`config.mk`:
```
export PLATFORM = sky130hd
export DESIGN_NAME = instr_fetch_unit
export DESIGN_NICKNAME = d
export VERILOG_FILES = /design/src/rtl/instr_fetch_unit_pkg.sv /design/src/rtl/instr_fetch_unit.sv
export SDC_FILE = /design/constraint.sdc
export NUM_CORES = 1
export LEC_CHECK = 0
export BUFFER_PORTS_ARGS = -buffer_cell sky130_fd_sc_hd__buf_2
export CELL_PAD_IN_SITES_DETAIL_PLACEMENT = 0
export CELL_PAD_IN_SITES_GLOBAL_PLACEMENT = 1
export CORE_MARGIN = 2
export CORE_UTILIZATION = 39
export DETAILED_ROUTE_END_ITERATION = 10
export PLACE_DENSITY = 0.81
export REMOVE_ABC_BUFFERS = 1
export SYNTH_ARGS = -nofsm -noshare
export SYNTH_HDL_FRONTEND = slang
export SYNTH_SLANG_ARGS = --single-unit
```
`constraint.sdc`:
```
create_clock -name clk -period 4.8 [get_ports clk]
set_input_delay 0.24 -clock clk [delete_from_list [all_inputs] [get_ports clk]]
set_output_delay 0.24 -clock clk [all_outputs]
set_load 0.02 [all_outputs]
```
`src/rtl/instr_fetch_unit_pkg.sv`:
```
// Shared definitions for the instruction fetch unit and the controller that consumes its ir.
// Holds the FSM encoding and the instruction-word field positions.
package instr_fetch_unit_pkg;

  typedef enum logic [2:0] {
    S_IDLE  = 3'd0,
    S_FETCH = 3'd1,
    S_WAIT  = 3'd2,
    S_ISSUE = 3'd3,
    S_HALT  = 3'd4
  } state_t;

  localparam int HALT_BIT = 31;
  localparam int OPC_MSB  = 30;
  localparam int OPC_LSB  = 25;

  function automatic logic is_halt(input logic [31:0] word);
    return word[HALT_BIT];
  endfunction

  function automatic logic [OPC_MSB-OPC_LSB:0] opcode(input logic [31:0] word);
    return word[OPC_MSB:OPC_LSB];
  endfunction

endpackage

```
`src/rtl/instr_fetch_unit.sv`:
```
// Instruction fetch/issue front end: reads words from a synchronous instruction memory
// and hands them to the controller one at a time until a HALT word or a stop request.
module instr_fetch_unit
  import instr_fetch_unit_pkg::*;
#(
  parameter int ADDR_W = 8,
  parameter int DATA_W = 32,
  parameter int CNT_W  = 16
) (
  input  logic              clk,
  input  logic              reset,
  input  logic              start,
  input  logic [ADDR_W-1:0] start_pc,
  input  logic              stop,
  output logic              imem_rd,
  output logic [ADDR_W-1:0] imem_addr,
  input  logic [DATA_W-1:0] imem_rdata,
  output logic [DATA_W-1:0] ir,
  output logic              ir_valid,
  input  logic              ir_ready,
  output logic [ADDR_W-1:0] pc,
  output logic              busy,
  output logic              halted,
  output logic [CNT_W-1:0]  instr_count,
  output state_t            fsm_state
);

  // Handshake: ir is transferred on a rising edge where ir_valid && ir_ready; once
  // ir_valid is raised, ir and ir_valid stay stable until that edge (or stop/reset).
  state_t state;

  assign fsm_state = state;
  assign imem_rd   = (state == S_FETCH);
  assign imem_addr = pc;
  assign busy      = (state == S_FETCH) || (state == S_WAIT) || (state == S_ISSUE);

  always_ff @(posedge clk or negedge reset) begin
    if (!reset) begin
      state       <= S_IDLE;
      ir          <= '0;
      ir_valid    <= 1'b0;
      pc          <= '0;
      halted      <= 1'b0;
      instr_count <= '0;
    end else if (stop && state != S_IDLE) begin
      // Abort drops any read in flight and any handshake in this cycle.
      state    <= S_IDLE;
      ir_valid <= 1'b0;
    end else begin
      case (state)
        S_IDLE, S_HALT: begin
          if (start && !stop) begin
            pc          <= start_pc;
            instr_count <= '0;
            halted      <= 1'b0;
            state       <= S_FETCH;
          end
        end
        S_FETCH: state <= S_WAIT;
        S_WAIT: begin
          ir <= imem_rdata;
          if (is_halt(imem_rdata)) begin
            halted <= 1'b1;
            state  <= S_HALT;
          end else begin
            ir_valid <= 1'b1;
            state    <= S_ISSUE;
          end
        end
        S_ISSUE: begin
          if (ir_valid && ir_ready) begin
            ir_valid <= 1'b0;
            pc       <= pc + 1'b1;
            if (!(&instr_count)) instr_count <= instr_count + 1'b1;
            state    <= S_FETCH;
          end
        end
        default: begin
          state    <= S_IDLE;
          ir_valid <= 1'b0;
        end
      endcase
    end
  end

endmodule

```
* Word-level counts from Yosys, hierarchy flattened *
Index checks and enable logic that the tools add are counted.

storage, ports and cells
  output and inout bits = 71
  input port bits = 45
  logic and storage cells = 59
  register bits after elaboration = 61

operators by class
  eq/ne operators = 12
  add/sub/neg operators = 2
  reductions and logical operators = 19
  bitwise logic cells = 1
  mux-type cells = 19

operators by type and width
  operator               number
  $mux 16                3
  $pmux 16 s2            1
  $add 16x1->16 const B  1
  $mux 8                 2
  $pmux 8 s2             1
  $reduce_and 16->1      1
  $mux 3                 4
  $pmux 3 s4             1
  $add 8x1->8 const B    1
  $reduce_and 4->1       2
  $eq 3x2->1 const B     2
  $ne 2x2->1 const B     3
  $mux 1                 5
  $reduce_and 5->1       1
  $ne 2x1->1 const B     2
  $reduce_and 2->1       2
  $reduce_bool 2->1      2
  $eq 3x1->1 const B     1
  $eq 3x3->1 const B     1
  $logic_and 1x1->1      3
  $logic_not 3->1        1
  $ne 3x1->1 const B     1
  $ne 3x2->1 const B     1
  $ne 3x3->1 const B     1
  9 further kinds        10

* Depth between registers and ports, before layout *
Gate-level depths: netlist of run 1.

  depth after elaboration = 5
  depth in mapped cells = 8
  depth with buffers taken out = 6

* Worst setup path before layout of run 1 *
OpenSTA, ideal clock, no wires.

  path type = register to register
  start point = register instr_count[0]
  end point = register instr_count[7]
  cell stages (with the launch flop) = 8
  data arrival time = 1.892 ns
  buffers on the path = 1
  path slack = 2.772 ns
  data required time = 4.664 ns
  setup time = 0.136 ns
  clock period less this slack = 2.028 ns
  cells stage by stage = dfrtp_1 > ha_1 > nand4_1 > or4_1 > o21ai_2 > or2_1 > buf_6 > o31ai_2

between the ends
  word-level cells in the longest chain between the ends = 4
  elaborated cells on any way between the ends = 7
  classes of those cells = add/sub: 1; eq/ne: 1; mux: 3; reduce/logical: 2

ends and longest elaborated chain
  item                    RTL line                text
  from (decl)             instr_fetch_unit.sv:24  output logic [CNT_W-1:0] instr_count,
  from (signal assigned)  instr_fetch_unit.sv:74  if (!(&instr_count)) instr_count <= instr_count + 1'b1;
  $add 16x1->16           instr_fetch_unit.sv:74
  $mux 16                 instr_fetch_unit.sv:74
  $mux 16                 instr_fetch_unit.sv:71  if (ir_valid && ir_ready) begin
  $pmux 16 s2             instr_fetch_unit.sv:50  case (state)

Parallel ways exist; a longest one is shown, timed or not. The select of a mux whose other input is x is not followed.
A chain may end at the register's enable or synchronous reset.

* Worst setup path in the final report of run 1 *
  start point = register state[2] (netlist: fsm_state[2])
  end point = register instr_count[3]

between the ends
  word-level cells in the longest chain between the ends = 4
  elaborated cells on any way between the ends = 13
  classes of those cells = eq/ne: 5; mux: 1; bitwise: 1; reduce/logical: 6

ends and longest elaborated chain
  item                                                         RTL line                                        text
  from (decl)                                                  instr_fetch_unit.sv:30                          state_t state;
  from (signal assigned)                                       instr_fetch_unit.sv:39                          state <= S_IDLE;
  from (signal assigned)                                       instr_fetch_unit.sv:47                          state <= S_IDLE;
  from (signal assigned)                                       instr_fetch_unit.sv:56                          state <= S_FETCH;
  $eq 3x3->1, or another cell as far along                     instr_fetch_unit.sv:50
  $reduce_or 2->1 / $logic_and 1x1->1 (equally long branches)  instr_fetch_unit.sv:50, instr_fetch_unit.sv:45
  $ne 2x2->1 (no source line), or another cell as far along    -
  $reduce_and 5->1 (no source line)                            -

Parallel ways exist; a longest one is shown, timed or not.

==> reports/results.tsv, run 1 <==
stage	metric	value	unit
global_routing	total track usage	17.2	%
timing	Setup TNS	0	ns
cells_and_area	Layout Cells excl Fill	488	
detailed_routing	via/cell ratio	5.13	
timing	fin crit period	2.88	ns
synthesis	synth unique cells	41	
floorplanning	site row count	31	
worst_setup_path	largest delay contributor family on the critical path	compound AO/OA/AOI/OAI gates	
clocking	postcts setup bufs	0	
timing	crit share post-route	59.9	%
hold_path	worst min path class	in -> async	
timing	FMAX	348	MHz
cells_and_area	share of layout cells above drive strength 1	43.7	%
floorplanning	Die Y	91.3	um
power	power per cell area	467	nW/um^2
synthesis	EDFF count, synth	0	
synthesis	cell with the most instances after synthesis	dfrtp_1	
outcome	run status	finished clean	
cells_and_area	fillers	675	
synthesis	asr flop ratio synth	100	%
global_routing	vias in the first global route	2336	
clocking	CTS root buf	clkbuf_8	
synthesis	largest cells by area after synthesis	dfrtp_1, mux2_2, mux2_1	
timing	Slew headroom	41.8	%
synthesis	commonest cells in the netlist	dfrtp_1, nand2_1, a21oi_1, mux2_2, nand3_1	
global_routing	largest net degree at the start of global routing	62	
clocking	CTS tree	done	
worst_setup_path	Critical Path RT	5.04	ns
cells_and_area	nets	431	
detailed_routing	DR DRC count	0	
global_routing	antenna violations before repair	0	
timing	Clock Skews	0.00720	ns
clocking	clk sinks	61	
floorplanning	Starting Density	40.5	%
synthesis	Syn. warnings	0	
synthesis	synthesized flop and latch total	61	
worst_setup_path	Crit path top cell by count	o21ai_2	
clocking	CTS buffer count	9	
global_routing	GRT Residual Overflow	0	
synthesis	Main synth FF type	dfrtp_1	
power	Pleak	1.80	nW
worst_setup_path	crit path capture type	flop	
worst_setup_path	r2r setup slk	1.92	ns
detailed_routing	post-DR wirelength/cell	14.1	um
detailed_routing	antenna-violating nets left	0	
timing	worst slew pin tran	0.865	ns
detailed_routing	Via Count	2505	
clocking	Worst-path clk slew	0.07	ns
detailed_routing	Initial DRC Count	88	
clocking	CTS HTree Levels	3	
placed_design	RD Place Congestion	0.786	
clocking	Max Root-Sink Buffers	2	
timing	# setup viols final	0	
synthesis	Yosys top cell by area	dfrtp_1	
floorplanning	core box area	7330	um^2
worst_setup_path	Crit-path slowest cell	o21ai_2	
worst_setup_path	CP max FO	20	
clocking	post-cts resize count	0	
worst_setup_path	Largest stage delay, worst path	0.66	ns
floorplanning	I/O pins	116	
cells_and_area	ANT cells	0	
worst_setup_path	Worst EP arrival	3.11	ns
power	Worst IR Drop VDD	0.133	mV
synthesis	mean post-synth cell area	10.7	um^2
cells_and_area	Area growth syn-to-layout	27.2	%
worst_setup_path	WP buf/inv	0	
worst_setup_path	crit path launch type	flop	
timing	Slew Viols, Final	0	
placed_design	placed insts	472	
timing	RSZ-0062 raised after global routing	no	
detailed_routing	drt pass-1 iters	4	
placed_design	port buffer count	115	
floorplanning	die area	8330	um^2
worst_setup_path	crit path cell chain	or3b_4 > o21ai_2 > o21ai_2 > or2_1 > o31ai_2	
worst_setup_path	CP Class	reg -> reg	
synthesis	Syn Inst Count	279	
synthesis	Seq/Total Area, Yosys	51.4	%
job	Max-cap violations	0	
clocking	hold-fix buffers at CTS	0	
clocking	Clock Latency Late Sink	0.33	ns
global_routing	first-pass GRT wire length	11600	um
timing	Fin. Hold Viols	0	
synthesis	top cell type's share of synthesized area	51.4	%
floorplanning	Die Width	91.3	um
synthesis	Mapped Area	2970	um^2
placed_design	Final HPWL DP	4890	um
detailed_routing	Routed Wire Length	6900	um
path summary, 6_finish.rpt:
kind,from,end,depth (start not counted)
max,fsm_state[2]$_DFFE_PN0P_,instr_count[3]$_DFFE_PN0P_,5
min,reset,ir[17]$_DFFE_PN0P_,2
max reg2reg,fsm_state[2]$_DFFE_PN0P_,instr_count[3]$_DFFE_PN0P_,5
min reg2reg,ir[10]$_DFFE_PN0P_,ir[10]$_DFFE_PN0P_,1
max in group asynchronous,reset,instr_count[1]$_DFFE_PN0P_,2
min in group clk,imem_rdata[17],ir[17]$_DFFE_PN0P_,2
flip-flops by register name (all words and copies together), names as in the netlist:
name / count
ir: 32
imem_addr: 8
fsm_state: 3
halted: 1
instr_count: 16
ir_valid: 1
area by class of cell:
cell class	count	area, um^2	share of cell area (%)
clock buffer	11	151	4.01
clock inverter	5	82.6	2.18
inverter	4	15.0	0.397
multi-input combinational	191	1290	34.1
sequential	61	1530	40.4
tap	99	124	3.28
timing repair buffer	117	591	15.6
layout by cell type (no fill, tap or decap), types with 2 or more instances in the layout:
cell type	Yosys	routed
a21oi_1	21	21
a31oi_1	6	6
and2_1	3	3
and3_1	6	6
buf_2	6	115
buf_4	9	2
bufinv_16	0	2
clkbuf_8	0	11
clkinv_4	0	2
dfrtp_1	61	61
ha_1	2	2
inv_1	4	4
mux2_1	11	11
mux2_2	21	21
nand2_1	26	26
nand2b_1	5	5
nand3_1	15	15
nand3b_1	2	2
nand4_1	3	3
nor2_1	13	12
nor3_1	3	3
nor4_1	3	3
o21ai_0	9	9
o21ai_1	11	11
o21ai_2	5	5
o22ai_1	4	4
o31ai_1	3	3
o31ai_2	5	5
power by group:
group	internal (mW)	total (mW)	switching, mW
logic	0.207	0.529	0.321
clock network	0.322	0.526	0.205
registers	0.636	0.710	0.0740
total	1.17	1.77	0.600
cells by family (layout without fill, tap and decap cells):
kind of cell,count (synthesis),after routing,share of synthesized area [%]
fa+ha+maj,2,2,0.842
compound gates,69,69,15.0
flops,61,61,51.4
simple gates,87,87,15.0
buf+inv,27,137,5.30
mux,33,33,12.5
through the flow:
stage | power [mW] | util, % | hold slack (ns) | area (um^2) | setup WS (ns)
detailed placement | 1.26 | 48.4 | 0.459 | 3550 | 1.92
global route | 1.86 | 51.6 | 0.106 | 3780 | 1.65
finish | 1.77 | 51.6 | 0.0571 | 3780 | 1.92
global placement | 1.25 | 48.4 | 0.454 | 3550 | 2.01
floorplan | 1.04 | - | -0.0556 | 2830 | 2.10
CTS | 1.78 | 51.6 | 0.0945 | 3780 | 1.90
routing by layer:
layer | up-vias | track usage (%) | part of all wire, %
li1 | 1213 | - | -
met1 | 1188 | 24.1 | 45
met2 | 93 | 26.2 | 47
met3 | 11 | 4.23 | 5.6
met4 | 0 | 5.93 | 1.9
met5 | - | 0 | 0
Power figures use the tool's default switching activity.
==> run 2: changes to the inputs <==
--- a/config.mk
+++ b/config.mk
@@ -5,13 +5,14 @@
 export SDC_FILE = /design/constraint.sdc
 export NUM_CORES = 1
 export LEC_CHECK = 0
+export ABC_AREA = 1
 export BUFFER_PORTS_ARGS = -buffer_cell sky130_fd_sc_hd__buf_2
 export CELL_PAD_IN_SITES_DETAIL_PLACEMENT = 0
 export CELL_PAD_IN_SITES_GLOBAL_PLACEMENT = 1
 export CORE_MARGIN = 2
-export CORE_UTILIZATION = 39
+export CORE_UTILIZATION = 31
 export DETAILED_ROUTE_END_ITERATION = 10
-export PLACE_DENSITY = 0.81
+export PLACE_DENSITY = 0.73
 export REMOVE_ABC_BUFFERS = 1
 export SYNTH_ARGS = -nofsm -noshare
 export SYNTH_HDL_FRONTEND = slang
==> constraint.sdc (replaced) <==
create_clock -name clk -period 2.4 [get_ports clk]
set_input_delay 0.12 -clock clk [delete_from_list [all_inputs] [get_ports clk]]
set_output_delay 0.12 -clock clk [all_outputs]
set_load 0.02 [all_outputs]
==> run 2 against run 1 <==
- via count up 24%
- clock skew up 0.0029 ns
- power rose to 2.7 times the previous value
- critical endpoint is now instr_count[7]$_DFFE_PN0P_
- final cell count up 43%
- synthesized cell count up 49%
- hold slack better by 0.031 ns
==> reports/results.tsv, run 2 <==
stage	metric	value	unit	change
clocking	CTS buffer count	9		unchanged
clocking	CTS root buf	clkbuf_8		
timing	# setup viols final	0		unchanged
timing	Slew headroom	54.0	%	+12 points
floorplanning	I/O pins	116		unchanged
detailed_routing	via/cell ratio	4.44		-13%
timing	fin crit period	1.93	ns	-0.941 ns
synthesis	Synth Area in Compound Gates	6.85	%	-8.1 points
synthesis	synth unique cells	32		-22%
detailed_routing	Initial DRC Count	106		+20%
hold_path	worst min path class	in -> reg		
worst_setup_path	Critical Path RT	2.62	ns	-2.42 ns
synthesis	EDFF count, synth	0		unchanged
clocking	postcts setup bufs	0		unchanged
worst_setup_path	crit path launch type	flop		
cells_and_area	nets	606		+41%
worst_setup_path	CP max FO	28		+40%
synthesis	asr flop ratio synth	100	%	unchanged
global_routing	largest net degree at the start of global routing	35		-44%
synthesis	Seq/Total Area, Yosys	48.6	%	-2.8 points
synthesis	simple-gate share of the synthesized area	35.3	%	+20 points
worst_setup_path	crit path cell chain	ha_1 > nand2_1 > nor2_2 > nand2_1 > nor2_1 > nand2_1 > nand2_4 > inv_1 > nand2_1 > nand2_1		
floorplanning	Die Width	105	um	+15%
synthesis	largest cells by area after synthesis	dfrtp_1, nand2_1, nor2_1		
synthesis	Yosys top cell by area	dfrtp_1		
timing	Fin. Hold Viols	0		unchanged
detailed_routing	drt pass-1 iters	4		unchanged
clocking	CTS HTree Levels	3		unchanged
synthesis	synthesized flop and latch total	61		unchanged
placed_design	Final HPWL DP	5760	um	+18%
cells_and_area	max reg flops	32		unchanged
floorplanning	core box area	9820	um^2	+34%
power	Pleak	2.32	nW	+28%
job	Max-cap violations	0		unchanged
power	Worst IR Drop VDD	0.591	mV	+350%
global_routing	vias in the first global route	2953		+26%
timing	FMAX	517	MHz	+49%
synthesis	post-synthesis adder-cell area fraction	0.796	%	-0.046 points
timing	RSZ-0062 raised after global routing	no		
timing	crit share post-route	80.6	%	+21 points
synthesis	Syn Inst Count	416		+49%
floorplanning	Starting Density	32.0	%	-8.5 points
synthesis	Main synth FF type	dfrtp_1		
floorplanning	site row count	36		+16%
timing	worst slew pin tran	0.690	ns	-0.175 ns
timing	Fin Hold WS	0.0881	ns	+0.0311 ns
cells_and_area	fillers	1046		+55%
synthesis	commonest cells in the netlist	nand2_1, dfrtp_1, nor2_1, inv_1, nand3_1		
detailed_routing	Via Count	3096		+24%
global_routing	GRT Residual Overflow	0		unchanged
cells_and_area	Area growth syn-to-layout	39.0	%	
global_routing	total track usage	15.8	%	-1.4 points
synthesis	post-synthesis xor/xnor area fraction	1.67	%	+1.7 points
worst_setup_path	Crit-path slowest cell	dfrtp_1		
placed_design	RD Place Congestion	0.793		+0.83%
outcome	run status	finished clean		
clocking	Worst-path clk slew	0.08	ns	about the same
worst_setup_path	Crit path top cell by count	nand2_1		
synthesis	post-synthesis mux area share	0	%	-12 points
worst_setup_path	crit path capture type	flop		
synthesis	Syn. warnings	0		unchanged
cells_and_area	most common cell after layout, fill and taps aside	nand2_1		
placed_design	port buffer count	115		unchanged
worst_setup_path	largest delay contributor family on the critical path	simple AND/OR/NAND/NOR gates		
hold_path	HP Start	start_pc[1]		
synthesis	top cell type's share of synthesized area	48.6	%	-2.8 points
worst_setup_path	RR Startpoint	instr_count[0]$_DFFE_PN0P_		
power	sequential power share	34.5	%	-5.7 points
timing	Clock Skews	0.0101	ns	+0.00295 ns
synthesis	mean post-synth cell area	7.56	um^2	-29%
worst_setup_path	CP Launch Point	instr_count[0]$_DFFE_PN0P_		
clocking	clk sinks	61		unchanged
clocking	Clock Latency Late Sink	0.33	ns	about the same
floorplanning	die area	11000	um^2	+32%
power	power per cell area	1100	nW/um^2	+140%
worst_setup_path	WP buf/inv	1		+1
timing	Slew Viols, Final	0		unchanged
detailed_routing	DR DRC count	0		unchanged
detailed_routing	antenna-violating nets left	0		unchanged
clocking	post-cts resize count	0		unchanged
floorplanning	Die Y	105	um	+15%
worst_setup_path	Largest stage delay, worst path	0.41	ns	-0.25 ns
synthesis	Mapped Area	3140	um^2	+5.8%
detailed_routing	post-DR wirelength/cell	12.2	um	-14%
power	Clk pwr share	23.2	%	-6.6 points
cells_and_area	share of layout cells above drive strength 1	28.0	%	-16 points
power	cell-internal power	2.73	mW	+130%
global_routing	first-pass GRT wire length	14200	um	+23%
synthesis	main combinational cell family by area after synthesis	simple AND/OR/NAND/NOR gates		
timing	Setup TNS	0	ns	unchanged
cells_and_area	Core Util, Final	44.5	%	-7.1 points
detailed_routing	Routed Wire Length	8470	um	+23%
cells_and_area	most frequent cells in the layout	nand2_1, buf_2, dfrtp_1		
power	Net Sw Power	2.07	mW	+240%
cells_and_area	Top reg by flops	ir		
worst_setup_path	Worst EP arrival	2.15	ns	-0.96 ns
power	switching share of power	43.1	%	+9.1 points
worst_setup_path	CP Class	reg -> reg		
synthesis	cell with the most instances after synthesis	nand2_1		
global_routing	antenna violations before repair	0		unchanged
clocking	Max Root-Sink Buffers	2		unchanged
clocking	CTS tree	done		
cells_and_area	ANT cells	0		unchanged
power	combinational power share	42.3	%	+12 points
[run 2: cell types whose count changed in the layout (fill, tap and decap cells not counted), sizes merged, moves of 7 or more]
cell	before	now
mux2	32	0
o31ai	8	0
nor2	13	46
a21oi	21	6
dlygate4sd3	0	32
nand3	15	22
inv	4	25
nand2	26	194
[run 2: area by class of cell]
cell class	count	area (um^2)	area share, %
Tap cell	133	166	3.81
Sequential cell	61	1530	34.9
Inverter	25	93.8	2.15
Clock buffer	10	128	2.92
Timing Repair Buffer	151	938	21.5
Clock inverter	6	111	2.55
Multi-Input combinational cell	311	1400	32.1
[run 2: cell families after synthesis]
family,Yosys count
and+or+nand+nor,271
buffers and inverters,44
adders and majority gates,2
AOI/OAI and AO/OA,32
DFF,61
xor gates and xnor gates,6
[run 2: what timing repair did]
action,in CTS,in global routing
endpoints found under the hold margin,58,0
setup endpoints to repair,0,0
hold buffers,32,0
[run 2: worst paths after layout]
check                                              endpoint  slack (ns)  cells past startpoint
worst max-delay path             instr_count[7]$_DFFE_PN0P_        0.47                     10
worst max register to register   instr_count[7]$_DFFE_PN0P_        0.47                     10
worst min register to register           ir[25]$_DFFE_PN0P_        0.47                      2
min in group asynchronous       instr_count[15]$_DFFE_PN0P_        0.37                      2
max in group asynchronous              ir_valid$_DFFE_PN0P_        1.40                      3
worst min-delay path               imem_addr[1]$_DFFE_PN0P_        0.09                      5
[run 2: routing by layer]
metal  vias up  part of all wire [%]  track usage, %
li1       1580                     -               -
met1      1399                    47            21.2
met2       106                    45            24.9
met3        11                   6.9            4.37
met4         0                   1.2            4.86
met5         -                     0               0
[run 2: power by group through the flow]
stage	Clock, mW	Sequential, mW	Combinational, mW
floorplan	0	2.15	0.778
global placement	0	1.64	2.01
detailed placement	0	1.66	2.02
CTS	1.14	1.65	2.05
global route	1.20	1.70	2.27
finish	1.11	1.65	2.03
[run 2: per-stage QoR]
| stage | std cells | instance area [um^2] | power (mW) | setup slack, ns |
|---|---|---|---|---|
| 2_1_floorplan | 397 | 3020 | 2.93 | -0.187 |
| 3_3_place_gp | 649 | 3810 | 3.66 | 0.550 |
| 3_5_place_dp | 649 | 3810 | 3.67 | 0.500 |
| 4_1_cts | 697 | 4370 | 4.85 | 0.459 |
| 5_1_grt | 697 | 4370 | 5.17 | 0.187 |
| 6_report | 697 | 4370 | 4.80 | 0.465 |
[run 2: worst reg2reg max path, stage by stage, from the launching register on]
cell     delay (ns)
dfrtp_1        0.41
ha_1           0.19
nand2_1        0.09
nor2_2         0.24
nand2_1        0.11
nor2_1         0.10
nand2_1        0.09
nand2_4        0.29
inv_1          0.16
nand2_1        0.09
nand2_1        0.04
==> run 3: changes to the inputs <==
==> constraint.sdc (replaced) <==
create_clock -name clk -period 1.56 [get_ports clk]
set_input_delay 0.078 -clock clk [delete_from_list [all_inputs] [get_ports clk]]
set_output_delay 0.078 -clock clk [all_outputs]
set_load 0.02 [all_outputs]
==> run 3 against run 2 <==
- critical endpoint is now imem_rd
- wire length increased by 6.7%
- clock power increased by 34%
- global-route usage increased by 0.61 points
- largest power group unchanged
- non-clock buffer count increased by 35
- design area increased by 8.8%
- count of clock-buffer cells in the layout unchanged
==> reports/results.tsv, run 3 (synthesis gave the netlist of run 2 again) <==
stage	metric	value	unit	change
outcome	run status	finished clean		
placed_design	RD Place Congestion	0.855		+7.8%
cells_and_area	ANT cells	0		unchanged
timing	Clock Skews	0.0142	ns	+0.00410 ns
floorplanning	Starting Density	32.0	%	unchanged
cells_and_area	most frequent cells in the layout	nand2_1, buf_2, dfrtp_1		
detailed_routing	post-DR wirelength/cell	12.3	um	+1.6%
detailed_routing	Routed Wire Length	9040	um	+6.7%
hold_path	worst min path class	in -> reg		
power	Worst IR Drop VDD	0.874	mV	+48%
cells_and_area	max reg flops	32		unchanged
timing	RSZ-0062 raised after global routing	yes		
floorplanning	core box area	9820	um^2	unchanged
global_routing	antenna violations before repair	0		unchanged
worst_setup_path	crit path capture type	output port		
clocking	Max Root-Sink Buffers	2		unchanged
timing	FMAX	656	MHz	
worst_setup_path	Worst EP arrival	1.45	ns	-0.70 ns
cells_and_area	Top reg by flops	ir		
clocking	Worst-path clk slew	0.08	ns	about the same
clocking	Clock Latency Late Sink	0.34	ns	about the same
worst_setup_path	crit path launch type	flop		
global_routing	total track usage	16.4	%	+0.61 points
timing	fin crit period	1.53	ns	
cells_and_area	nets	641		+5.8%
clocking	CTS tree	done		
placed_design	Final HPWL DP	6070	um	+5.5%
clocking	clk sinks	61		unchanged
detailed_routing	Via Count	3286		+6.1%
placed_design	port buffer count	115		unchanged
global_routing	GRT Residual Overflow	0		unchanged
worst_setup_path	CP max FO	3		-89%
detailed_routing	via/cell ratio	4.49		+1.1%
timing	final worst slack	0.0347	ns	-0.430 ns
timing	crit share post-route	97.8	%	
placed_design	Post-Place Setup Slack	-0.0263	ns	-0.526 ns
timing	worst slew pin tran	0.346	ns	-0.345 ns
clocking	CTS HTree Levels	3		unchanged
power	Pleak	2.52	nW	+8.7%
floorplanning	I/O pins	116		unchanged
worst_setup_path	CP Class	reg -> out		
cells_and_area	share of layout cells above drive strength 1	35.1	%	+7.0 points
timing	Fin. Hold Viols	0		unchanged
timing	Slew Viols, Final	0		unchanged
floorplanning	Die Width	105	um	unchanged
detailed_routing	drt pass-1 iters	4		unchanged
cells_and_area	Area growth syn-to-layout	51.2	%	
floorplanning	site row count	36		unchanged
detailed_routing	Initial DRC Count	104		-1.9%
cells_and_area	most common cell after layout, fill and taps aside	nand2_1		
power	power per cell area	1620	nW/um^2	+47%
floorplanning	die area	11000	um^2	unchanged
job	Max-cap violations	0		unchanged
global_routing	largest net degree at the start of global routing	62		+77%
timing	# setup viols final	0		unchanged
detailed_routing	DR DRC count	0		unchanged
clocking	CTS root buf	clkbuf_8		
global_routing	first-pass GRT wire length	14600	um	+3.4%
global_routing	vias in the first global route	3182		+7.8%
clocking	CTS buffer count	9		unchanged
power	total chip power	7.68	mW	+60%
floorplanning	Die Y	105	um	unchanged
worst_setup_path	Critical Path RT	1.48	ns	-1.14 ns
timing	Slew headroom	77.0	%	+23 points
detailed_routing	antenna-violating nets left	0		unchanged
run 3: changes by cell type in the layout (fill, tap and decap cells not counted), moves of 2 or more:
cell,delta
bufinv_16,-2
nand2_1,-10
nand2_2,+8
nand2_4,+2
clkinvlp_4,+2
buf_4,+30
nor2_1,-3
buf_12,+4
nor2_4,+3
run 3: metal layers:
metal,global-route usage [%],share of wire (%),vias to the layer above
li1,-,-,1644
met1,20.8,46,1520
met2,27.1,46,113
met3,4.12,6.5,9
met4,6.00,1.2,0
met5,0,0,-
run 3: path summary, 6_finish.rpt:
path,start,to,slack (ns),cells past startpoint
hold reg to reg,ir[2]$_DFFE_PN0P_,ir[2]$_DFFE_PN0P_,0.47,2
max in group asynchronous,reset,fsm_state[0]$_DFFE_PN0P_,1.00,3
hold / removal,start_pc[1],imem_addr[1]$_DFFE_PN0P_,0.03,5
min in group asynchronous,reset,instr_count[0]$_DFFE_PN0P_,0.29,3
setup / recovery,fsm_state[1]$_DFFE_PN0P_,imem_rd,0.03,3
setup reg to reg,instr_count[0]$_DFFE_PN0P_,instr_count[8]$_DFFE_PN0P_,0.04,10
run 3: what timing repair did:
action | in CTS | in global routing
gates cloned | 0 | 1
buffers inserted | 0 | 2
hold endpoints to repair | 92 | 0
hold buffers | 32 | 0
gates resized for setup | 0 | 30
pin swaps | 1 | 11
setup endpoints to repair | 2 | 57
run 3: final cells by class:
type | instances | area, um^2
flip-flops and latches | 61 | 1530
inverters | 25 | 105
repair buffers | 186 | 1270
clock inverters | 6 | 71.3
well taps | 133 | 166
fillers | 981 | 5070
multi-input cells | 311 | 1470
clock buffers | 10 | 138
run 3: where the power goes:
group	total (mW)	internal, mW	switching (mW)
Sequential	2.53	2.12	0.411
Clock	1.49	0.792	0.695
Combinational	3.66	1.36	2.30
run 3: per-stage QoR:
step	cells	cell area (um^2)	hold slack, ns	util (%)	setup TNS, ns
2_1_floorplan	397	3020	-0.218	-	-38.20
3_3_place_gp	681	4070	0.122	41.5	-0.00390
3_5_place_dp	681	4070	0.124	41.5	-0.0263
4_1_cts	729	4600	0.0156	46.9	-0.0447
5_1_grt	732	4750	0.0388	48.4	-1.16
6_report	732	4750	0.0299	48.4	0
run 3: critical path, stage by stage, from the launching register on:
cell and delay [ns]:
dfrtp_1 0.44, buf_4 0.17, nor3_1 0.27, buf_2 0.22
